### config.mk
export PLATFORM = sky130hd
export DESIGN_NAME = ufm_cmd_arbiter
export DESIGN_NICKNAME = d
export VERILOG_FILES = /design/src/rtl/ufm_pkg.sv /design/src/rtl/ufm_rr_arb2.sv /design/src/rtl/ufm_cmd_arbiter.sv
export SDC_FILE = /design/constraint.sdc
export NUM_CORES = 1
export LEC_CHECK = 0
export ABC_AREA = 1
export CAP_MARGIN = 30
export CELL_PAD_IN_SITES_DETAIL_PLACEMENT = 0
export CELL_PAD_IN_SITES_GLOBAL_PLACEMENT = 1
export CORE_ASPECT_RATIO = 0.7
export CORE_MARGIN = 1
export CORE_UTILIZATION = 34
export CTS_BUF_LIST = sky130_fd_sc_hd__clkbuf_4 sky130_fd_sc_hd__clkbuf_8 sky130_fd_sc_hd__clkbuf_16
export CTS_CLUSTER_SIZE = 24
export DETAILED_ROUTE_END_ITERATION = 8
export MAX_ROUTING_LAYER = met4
export PLACE_DENSITY = 0.87
export SYNTH_ARGS = -nofsm -noshare
export SYNTH_HDL_FRONTEND = slang
export SYNTH_SLANG_ARGS = --single-unit
### constraint.sdc
create_clock -name clk_i -period 2.2 [get_ports clk_i]
set_input_delay 0.55 -clock clk_i [delete_from_list [all_inputs] [get_ports clk_i]]
set_output_delay 0.55 -clock clk_i [all_outputs]
set_load 0.005 [all_outputs]
### src/rtl/ufm_pkg.sv
// Shared UFM command-port definitions: command codes, field widths and arbiter state encoding.
package ufm_pkg;

  localparam int CMD_W  = 3;
  localparam int PAGE_W = 11;

  localparam logic [CMD_W-1:0] UFM_CMD_READ  = 3'd1;
  localparam logic [CMD_W-1:0] UFM_CMD_WRITE = 3'd2;
  localparam logic [CMD_W-1:0] UFM_CMD_ERASE = 3'd3;

  typedef logic [2:0] state_t;

  localparam state_t ST_IDLE       = 3'd0;
  localparam state_t ST_ISSUE      = 3'd1;
  localparam state_t ST_WAIT_START = 3'd2;
  localparam state_t ST_WAIT_END   = 3'd3;
  localparam state_t ST_FINISH     = 3'd4;

  typedef struct packed {
    logic [CMD_W-1:0]  cmd;
    logic [PAGE_W-1:0] page;
  } ufm_req_t;

endpackage

### src/rtl/ufm_rr_arb2.sv
// Two-way round-robin grant; on a tie the requester not granted last wins.
// Combinational grant (zero latency); the pointer only advances when the grant is taken.
module ufm_rr_arb2 (
  input  logic       clk_i,
  input  logic       resetn_i,
  input  logic [1:0] req,
  input  logic       take,
  output logic       gnt_vld,
  output logic       gnt_idx
);

  logic last_q;

  always_comb begin
    gnt_vld = |req;
    gnt_idx = (req == 2'b11) ? ~last_q : req[1];
  end

  // Reset value 1 makes requester 0 win the first tie.
  always_ff @(posedge clk_i) begin
    if (!resetn_i) begin
      last_q <= 1'b1;
    end else if (take && gnt_vld) begin
      last_q <= gnt_idx;
    end
  end

endmodule

### src/rtl/ufm_cmd_arbiter.sv
// Shares one UFM command port between two requesters, one command at a time, with start/completion timeouts.
// Latency: ack in the grant cycle, GO one cycle later; requests are held off while busy or while BUSY is high.
module ufm_cmd_arbiter
  import ufm_pkg::*;
#(
  parameter int START_TO = 16,
  parameter int DONE_TO  = 2000000,
  parameter int CNT_W    = 21
) (
  input  logic              clk_i,
  input  logic              resetn_i,
  input  logic              req0_i,
  input  logic [CMD_W-1:0]  cmd0_i,
  input  logic [PAGE_W-1:0] page0_i,
  output logic              ack0_o,
  output logic              done0_o,
  output logic              err0_o,
  input  logic              req1_i,
  input  logic [CMD_W-1:0]  cmd1_i,
  input  logic [PAGE_W-1:0] page1_i,
  output logic              ack1_o,
  output logic              done1_o,
  output logic              err1_o,
  output logic [CMD_W-1:0]  cmd,
  output logic [PAGE_W-1:0] ufm_page,
  output logic              GO,
  input  logic              BUSY,
  input  logic              ERR,
  output logic              arb_busy_o,
  output logic              owner_o,
  output logic              timeout_o
);

  localparam logic [CNT_W-1:0] START_LAST = CNT_W'(START_TO - 1);
  localparam logic [CNT_W-1:0] DONE_LAST  = CNT_W'(DONE_TO - 1);

  state_t           state, state_nxt;
  ufm_req_t         sel_req, lat_q;
  logic             gnt_vld, gnt_idx, grant;
  logic [CNT_W-1:0] cnt_q;
  logic             err_q, owner_q, timeout_q;
  logic             start_hit, done_hit;

  ufm_rr_arb2 u_arb (
    .clk_i    (clk_i),
    .resetn_i (resetn_i),
    .req      ({req1_i, req0_i}),
    .take     (grant),
    .gnt_vld  (gnt_vld),
    .gnt_idx  (gnt_idx)
  );

  // A stale or external wrapper operation blocks new grants until BUSY drops.
  assign grant     = resetn_i && (state == ST_IDLE) && !BUSY && gnt_vld;
  assign start_hit = (cnt_q == START_LAST);
  assign done_hit  = (cnt_q == DONE_LAST);

  always_comb begin
    if (gnt_idx) begin
      sel_req.cmd  = cmd1_i;
      sel_req.page = page1_i;
    end else begin
      sel_req.cmd  = cmd0_i;
      sel_req.page = page0_i;
    end
  end

  always_ff @(posedge clk_i) begin
    if (!resetn_i) begin
      state <= ST_IDLE;
    end else begin
      state <= state_nxt;
    end
  end

  always_comb begin
    state_nxt = state;
    case (state)
      ST_IDLE:       if (grant) state_nxt = ST_ISSUE;
      ST_ISSUE:      state_nxt = ST_WAIT_START;
      ST_WAIT_START: begin
        if (BUSY)           state_nxt = ST_WAIT_END;
        else if (start_hit) state_nxt = ST_FINISH;
      end
      ST_WAIT_END:   if (!BUSY || done_hit) state_nxt = ST_FINISH;
      ST_FINISH:     state_nxt = ST_IDLE;
      default:       state_nxt = ST_IDLE;
    endcase
  end

  always_comb begin
    ack0_o     = grant && !gnt_idx;
    ack1_o     = grant && gnt_idx;
    GO         = (state == ST_ISSUE);
    done0_o    = (state == ST_FINISH) && !owner_q;
    done1_o    = (state == ST_FINISH) && owner_q;
    err0_o     = done0_o && err_q;
    err1_o     = done1_o && err_q;
    arb_busy_o = (state != ST_IDLE);
  end

  assign cmd       = lat_q.cmd;
  assign ufm_page  = lat_q.page;
  assign owner_o   = owner_q;
  assign timeout_o = timeout_q;

  // BUSY falling is tested before the completion limit so it wins a same-cycle tie.
  always_ff @(posedge clk_i) begin
    if (!resetn_i) begin
      lat_q     <= '0;
      owner_q   <= 1'b0;
      cnt_q     <= '0;
      err_q     <= 1'b0;
      timeout_q <= 1'b0;
    end else begin
      case (state)
        ST_IDLE: begin
          if (grant) begin
            lat_q   <= sel_req;
            owner_q <= gnt_idx;
            err_q   <= 1'b0;
          end
        end
        ST_ISSUE: cnt_q <= '0;
        ST_WAIT_START: begin
          if (BUSY) begin
            cnt_q <= '0;
            err_q <= 1'b0;
          end else if (start_hit) begin
            err_q     <= 1'b1;
            timeout_q <= 1'b1;
          end else if (cnt_q != '1) begin
            cnt_q <= cnt_q + 1'b1;
          end
        end
        ST_WAIT_END: begin
          if (!BUSY) begin
            err_q <= err_q | ERR;
          end else if (done_hit) begin
            err_q     <= 1'b1;
            timeout_q <= 1'b1;
          end else begin
            err_q <= err_q | ERR;
            if (cnt_q != '1) cnt_q <= cnt_q + 1'b1;
          end
        end
        default: ;
      endcase
    end
  end

endmodule

Word-level counts from Yosys, hierarchy flattened
Index checks and enable logic that the tools add are counted.
W data, S select, Z words.
- $add $sub $neg: 1
- equality and inequality tests: 17
- muxes and demuxes: 23
- bitwise gates (word level): 2
- reductions and logical operators: 25
- operator list (cell ; number):
    $mux W21 ; 5
    $pmux W21 S3 ; 1
    $add A21 B1 Y21 const B ; 1
    $eq A21 B21 Y1 const B ; 1
    $eq A21 B4 Y1 const B ; 1
    $ne A21 B21 Y1 const B ; 1
    $mux W14 ; 1
    $ne A2 B2 Y1 const B ; 7
    $mux W3 ; 4
    $pmux W3 S4 ; 1
    $logic_and A1 B1 Y1 ; 10
    $mux W1 ; 9
    $reduce_bool A3 Y1 ; 3
    $eq A3 B2 Y1 const B ; 2
    $ne A3 B3 Y1 const B ; 2
    $reduce_and A3 Y1 ; 2
    $reduce_and A5 Y1 ; 1
    $reduce_and A4 Y1 ; 1
    $eq A3 B1 Y1 const B ; 1
    $eq A3 B3 Y1 const B ; 1
    $logic_not A1 Y1 ; 3
    $logic_not A3 Y1 ; 1
    $pmux W1 S3 ; 1
    $eq A2 B2 Y1 const B ; 1
    7 further kinds ; 7
- bits in registers: 42
- input port bits: 34
- logic and storage cells: 76

Depth between registers and ports, before layout
- depth in word-level cells: 6
- gate-level depth with buffers: 12

By module
A second synthesis with hierarchy kept.
- cell total of the unflattened synthesis: 401
- area, all modules: 2560.0 um^2
- modules (own cells, without submodules) (module ; instances ; cells each ; area each (um^2)):
    ufm_cmd_arbiter ; 1 ; 393 ; 2503.7
    ufm_rr_arb2 ; 1 ; 8 ; 56.3

Worst setup path before layout
No wires, ideal clock.
- path kind: input-to-output
- start point: input BUSY
- end point: output ack1_o
- data arrival time: 1.350 ns
- data required time: 1.650 ns
- setup slack: 0.300 ns
- stages on the path: 6
- cell sequence: inv_1 nand2_1 nor2_1 nand2_2 nor2_2 buf_2
- cells in the longest elaborated chain, start to end: 4
- RTL lines (item ; line ; text):
    from (decl) ; ufm_cmd_arbiter.sv:27 ; input logic BUSY,
    $logic_not A1 Y1 ; -- ;
    $logic_and A1 B1 Y1 (2 in a row) ; ufm_cmd_arbiter.sv:54 ; assign grant = resetn_i && (state == ST_IDLE) && !BUSY && gnt_vld;
    $logic_and A1 B1 Y1 ; ufm_cmd_arbiter.sv:93 ; ack1_o = grant && gnt_idx;
    to (decl) ; ufm_cmd_arbiter.sv:21 ; output logic ack1_o,
No other way between the ends.

Worst setup path after layout
- start point: input req0_i
- end point: output ack0_o
- cells in the longest elaborated chain, start to end: 4
- elaborated cells between the ends (all ways): 6
- those cells by class: 1 x eq/ne; 1 x mux; 4 x reduce/logical
- RTL lines (item ; line ; text):
    from (decl) ; ufm_cmd_arbiter.sv:12 ; input logic req0_i,
    $eq A2 B2 Y1 ; ufm_rr_arb2.sv:16 ; gnt_idx = (req == 2'b11) ? ~last_q : req[1];
    $mux W1 ; ufm_rr_arb2.sv:16 ;
    $logic_not A1 Y1 ; ufm_cmd_arbiter.sv:92 ; ack0_o = grant && !gnt_idx;
    $logic_and A1 B1 Y1 * ; ufm_cmd_arbiter.sv:92 ;
    to (decl) ; ufm_cmd_arbiter.sv:15 ; output logic ack0_o,
Mark *: on every way between the ends. The rest lies on a longest branch, timed or not.

==> flow_metrics.tcl <==
set metrics [dict create \
    crit_type "primary input to output pin" \
    fin_setup_tns_ps 0 \
    critical-path-top-cell-by-count "nand2_1" \
    first_global_vias 2430 \
    synthesis.instances 417 \
    ant_nets 0 \
    drv_slew 0 \
    worstPathRequired_ps 1650 \
    unrepaired_setup_endpoints_after_global_routing "no" \
    hold_path.class "flip-flop to flip-flop" \
    critical-path-max-stage-delay_ps 480 \
    core_area_sq_um 6940 \
    synth.area.top_cells "dfxtp_1, nand2_1, nor2_1, nand3_1, inv_1" \
    clkLatencyLatePin_ps 310 \
    clk_pin_slew_worst_paths_ps 80 \
    fillCellCount 750 \
    totalPowerFinal_mw 2.59 \
    timing.critical_path.slowest_stage_cell "clkdlybuf4s50_1" \
    diodes_inserted 0 \
    ys_ff_latch 42 \
    detailed_place.area_sq_um 3310 \
    finish.net_count 529 \
    place_worst_setup_slack_ps -330 \
    vias_per_cell 4.80 \
    irDropWorstVdd_mv 0.354 \
    start_util 0.361 \
    ys_types 28 \
    clock_root_buffer_master "clkbuf_8" \
    detail_route.drc_violations 0 \
    grt_util_all_layers 0.207 \
    final.period_utilization 0.972 \
    clock_sinks 42 \
    floorplan.die.width_microns 105 \
    synthToLayoutAreaGrowth_pct 38.7 \
    synth_warn 0 \
    placement_rows 25 \
    outcome "finished clean" \
    drive_above_1_share 0.109 \
    post_route_design_area_sq_um 3480 \
    cellPowerDensity_nw_per_um2 743 \
    grt_first_pass_wirelength_mm 12.1 \
    setup_slack_ps 62.3 \
    cts_hold_buffers 0 \
    wl_per_cell_microns 13.0 \
    cts_made_buffers 5 \
    mostFrequentLayoutCells "nand2_1, nor2_1, clkdlybuf4s50_1" \
    post_route_wl_mm 7.66 \
    fp.dieArea_sq_um 7740 \
    static-leakage-power_nw 1.54 \
    vias 2830 \
    finalCriticalPeriod_ps 2140 \
    synth_sequential_area_ratio 0.335 \
    syn_avg_cell_area_sq_um 6.02 \
    cts_max_path_buffers 2 \
    endpoint_kind "output pin" \
    max_slew.worst_pin.slew_ps 363 \
    grt_max_degree 29 \
    setup_violations 0 \
    routabilityCongestion 0.879 \
    port-buffer-count 57 \
    final-hold-violation-count 0 \
    timing.fmax_ghz 0.468 \
    biggest_fanout_along_the_worst_timing_path 2 \
    max_slew_margin 0.756 \
    layout_commonest_cell "nand2_1" \
    netlist_area_before_placement_sq_um 2510 \
    globalRouteOverflowTotal 0 \
    detailedRoute.firstPassIterationCount 4 \
    synth_largest_type_area_fraction 0.335 \
    tritoncts "done" \
    max_cap_violations 0 \
    io-pin-count 58 \
    htree_levels 2 \
    reg2reg_setup_slack_ps 200 \
    hpwl_mm 5.90 \
    synth_area_leader_cell "dfxtp_1" \
    crit_chain "clkdlybuf4s50_1 -> nand2_1 -> nand2_1 -> nand3_1 -> inv_1 -> dlygate4sd2_1" \
    synthesis.nets 452 \
    grt_antenna_before_repair 0 \
    worst-endpoint-arrival_ps 1590 \
    clock_skew_ps 5.43 \
    die_h_microns 73.9 \
    drt_first_iter_violations 231 \
    worstSetupStartpointType "primary input" \
]
## synthesized netlist by cell type
library cell,number
nand2_1,151
nor2_1,63
dfxtp_1,42
inv_1,39
nand3_1,31
a21oi_1,20
a31oi_1,15
nand4_1,7
clkbuf_1,6
nor3_1,6
o21ai_0,5
xor2_1,4
inv_2,3
nor2_2,3
o21ai_1,3
buf_2,2
buf_6,2
nand2_2,2
nand3_2,2
nor2_4,2
o211a_1,2
a211oi_1,1
a31o_2,1
ha_1,1
nor3_2,1
nor4_1,1
o31ai_1,1
xnor2_1,1
## flip-flops by register name, indices dropped and copies added, names as in the netlist
signal        count
cmd               3
cnt_q            21
err_q             1
owner_o           1
state             3
timeout_o         1
u_arb.last_q      1
ufm_page         11
## through the flow
step / hold slack, ps / instances / util
after CTS: 481 / 589 / 0.497
after floorplan: 430 / 417 / -
after global placement: 455 / 578 / 0.476
final: 485 / 589 / 0.501
after detailed placement: 461 / 578 / 0.476
after global routing: 500 / 589 / 0.501
## cells by family (layout without fill, tap and decap cells)
kind of cell | count (synthesis) | count (layout) | synth area share
AO/OA/AOI/OAI | 48 | 48 | 0.111
XOR/XNOR | 5 | 5 | 0.0174
adder cells (fa/ha/maj) | 1 | 1 | 0.00498
buffers and inverters | 52 | 130 | 0.0847
flip-flops | 42 | 42 | 0.335
AND/OR/NAND/NOR | 269 | 269 | 0.447
## final cells by class
type / instances / area [sq um] / area share
clock buffers: 6 / 76.3 / 0.0219
inverters: 42 / 158 / 0.0453
multi-input cells: 323 / 1490 / 0.427
clock inverters: 2 / 37.5 / 0.0108
repair buffers: 80 / 761 / 0.219
flip-flops and latches: 42 / 843 / 0.242
well taps: 94 / 118 / 0.0338
## critical path: cells and delay by family
| family | cells | cell delay (ps) |
|---|---|---|
| buffers and inverters | 3 | 790 |
| and+or+nand+nor | 3 | 260 |
## final timing paths
path / endpoint / cells past startpoint / from
max: ack0_o / 6 / req0_i
min: u_arb.last_q / 2 / u_arb.last_q
max reg2reg: cnt_q[15] / 9 / cnt_q[1]
min reg2reg: u_arb.last_q / 2 / u_arb.last_q
## what timing repair did
action                                  4_1_cts  5_1_grt
buffers inserted                              3        0
pin swaps                                     2        2
gates resized for setup                      10       11
endpoints found under the setup margin        7        7
## per-layer routing
metal | vias to the layer above | part of all wire | GRT usage
met2 | 62 | 0.40 | 0.281
met5 | - | 0 | -
li1 | 1488 | - | -
met1 | 1278 | 0.54 | 0.308
met4 | 0 | 0.0029 | 0.0219
met3 | 2 | 0.056 | 0.0550
## power by group
part / leakage [nW] / internal [mW] / switching [mW]
Sequential: 0.341 / 0.839 / 0.0670
Clock: 0.0548 / 0.351 / 0.295
Combinational: 1.14 / 0.439 / 0.596
(Power assumes the default switching activity.)
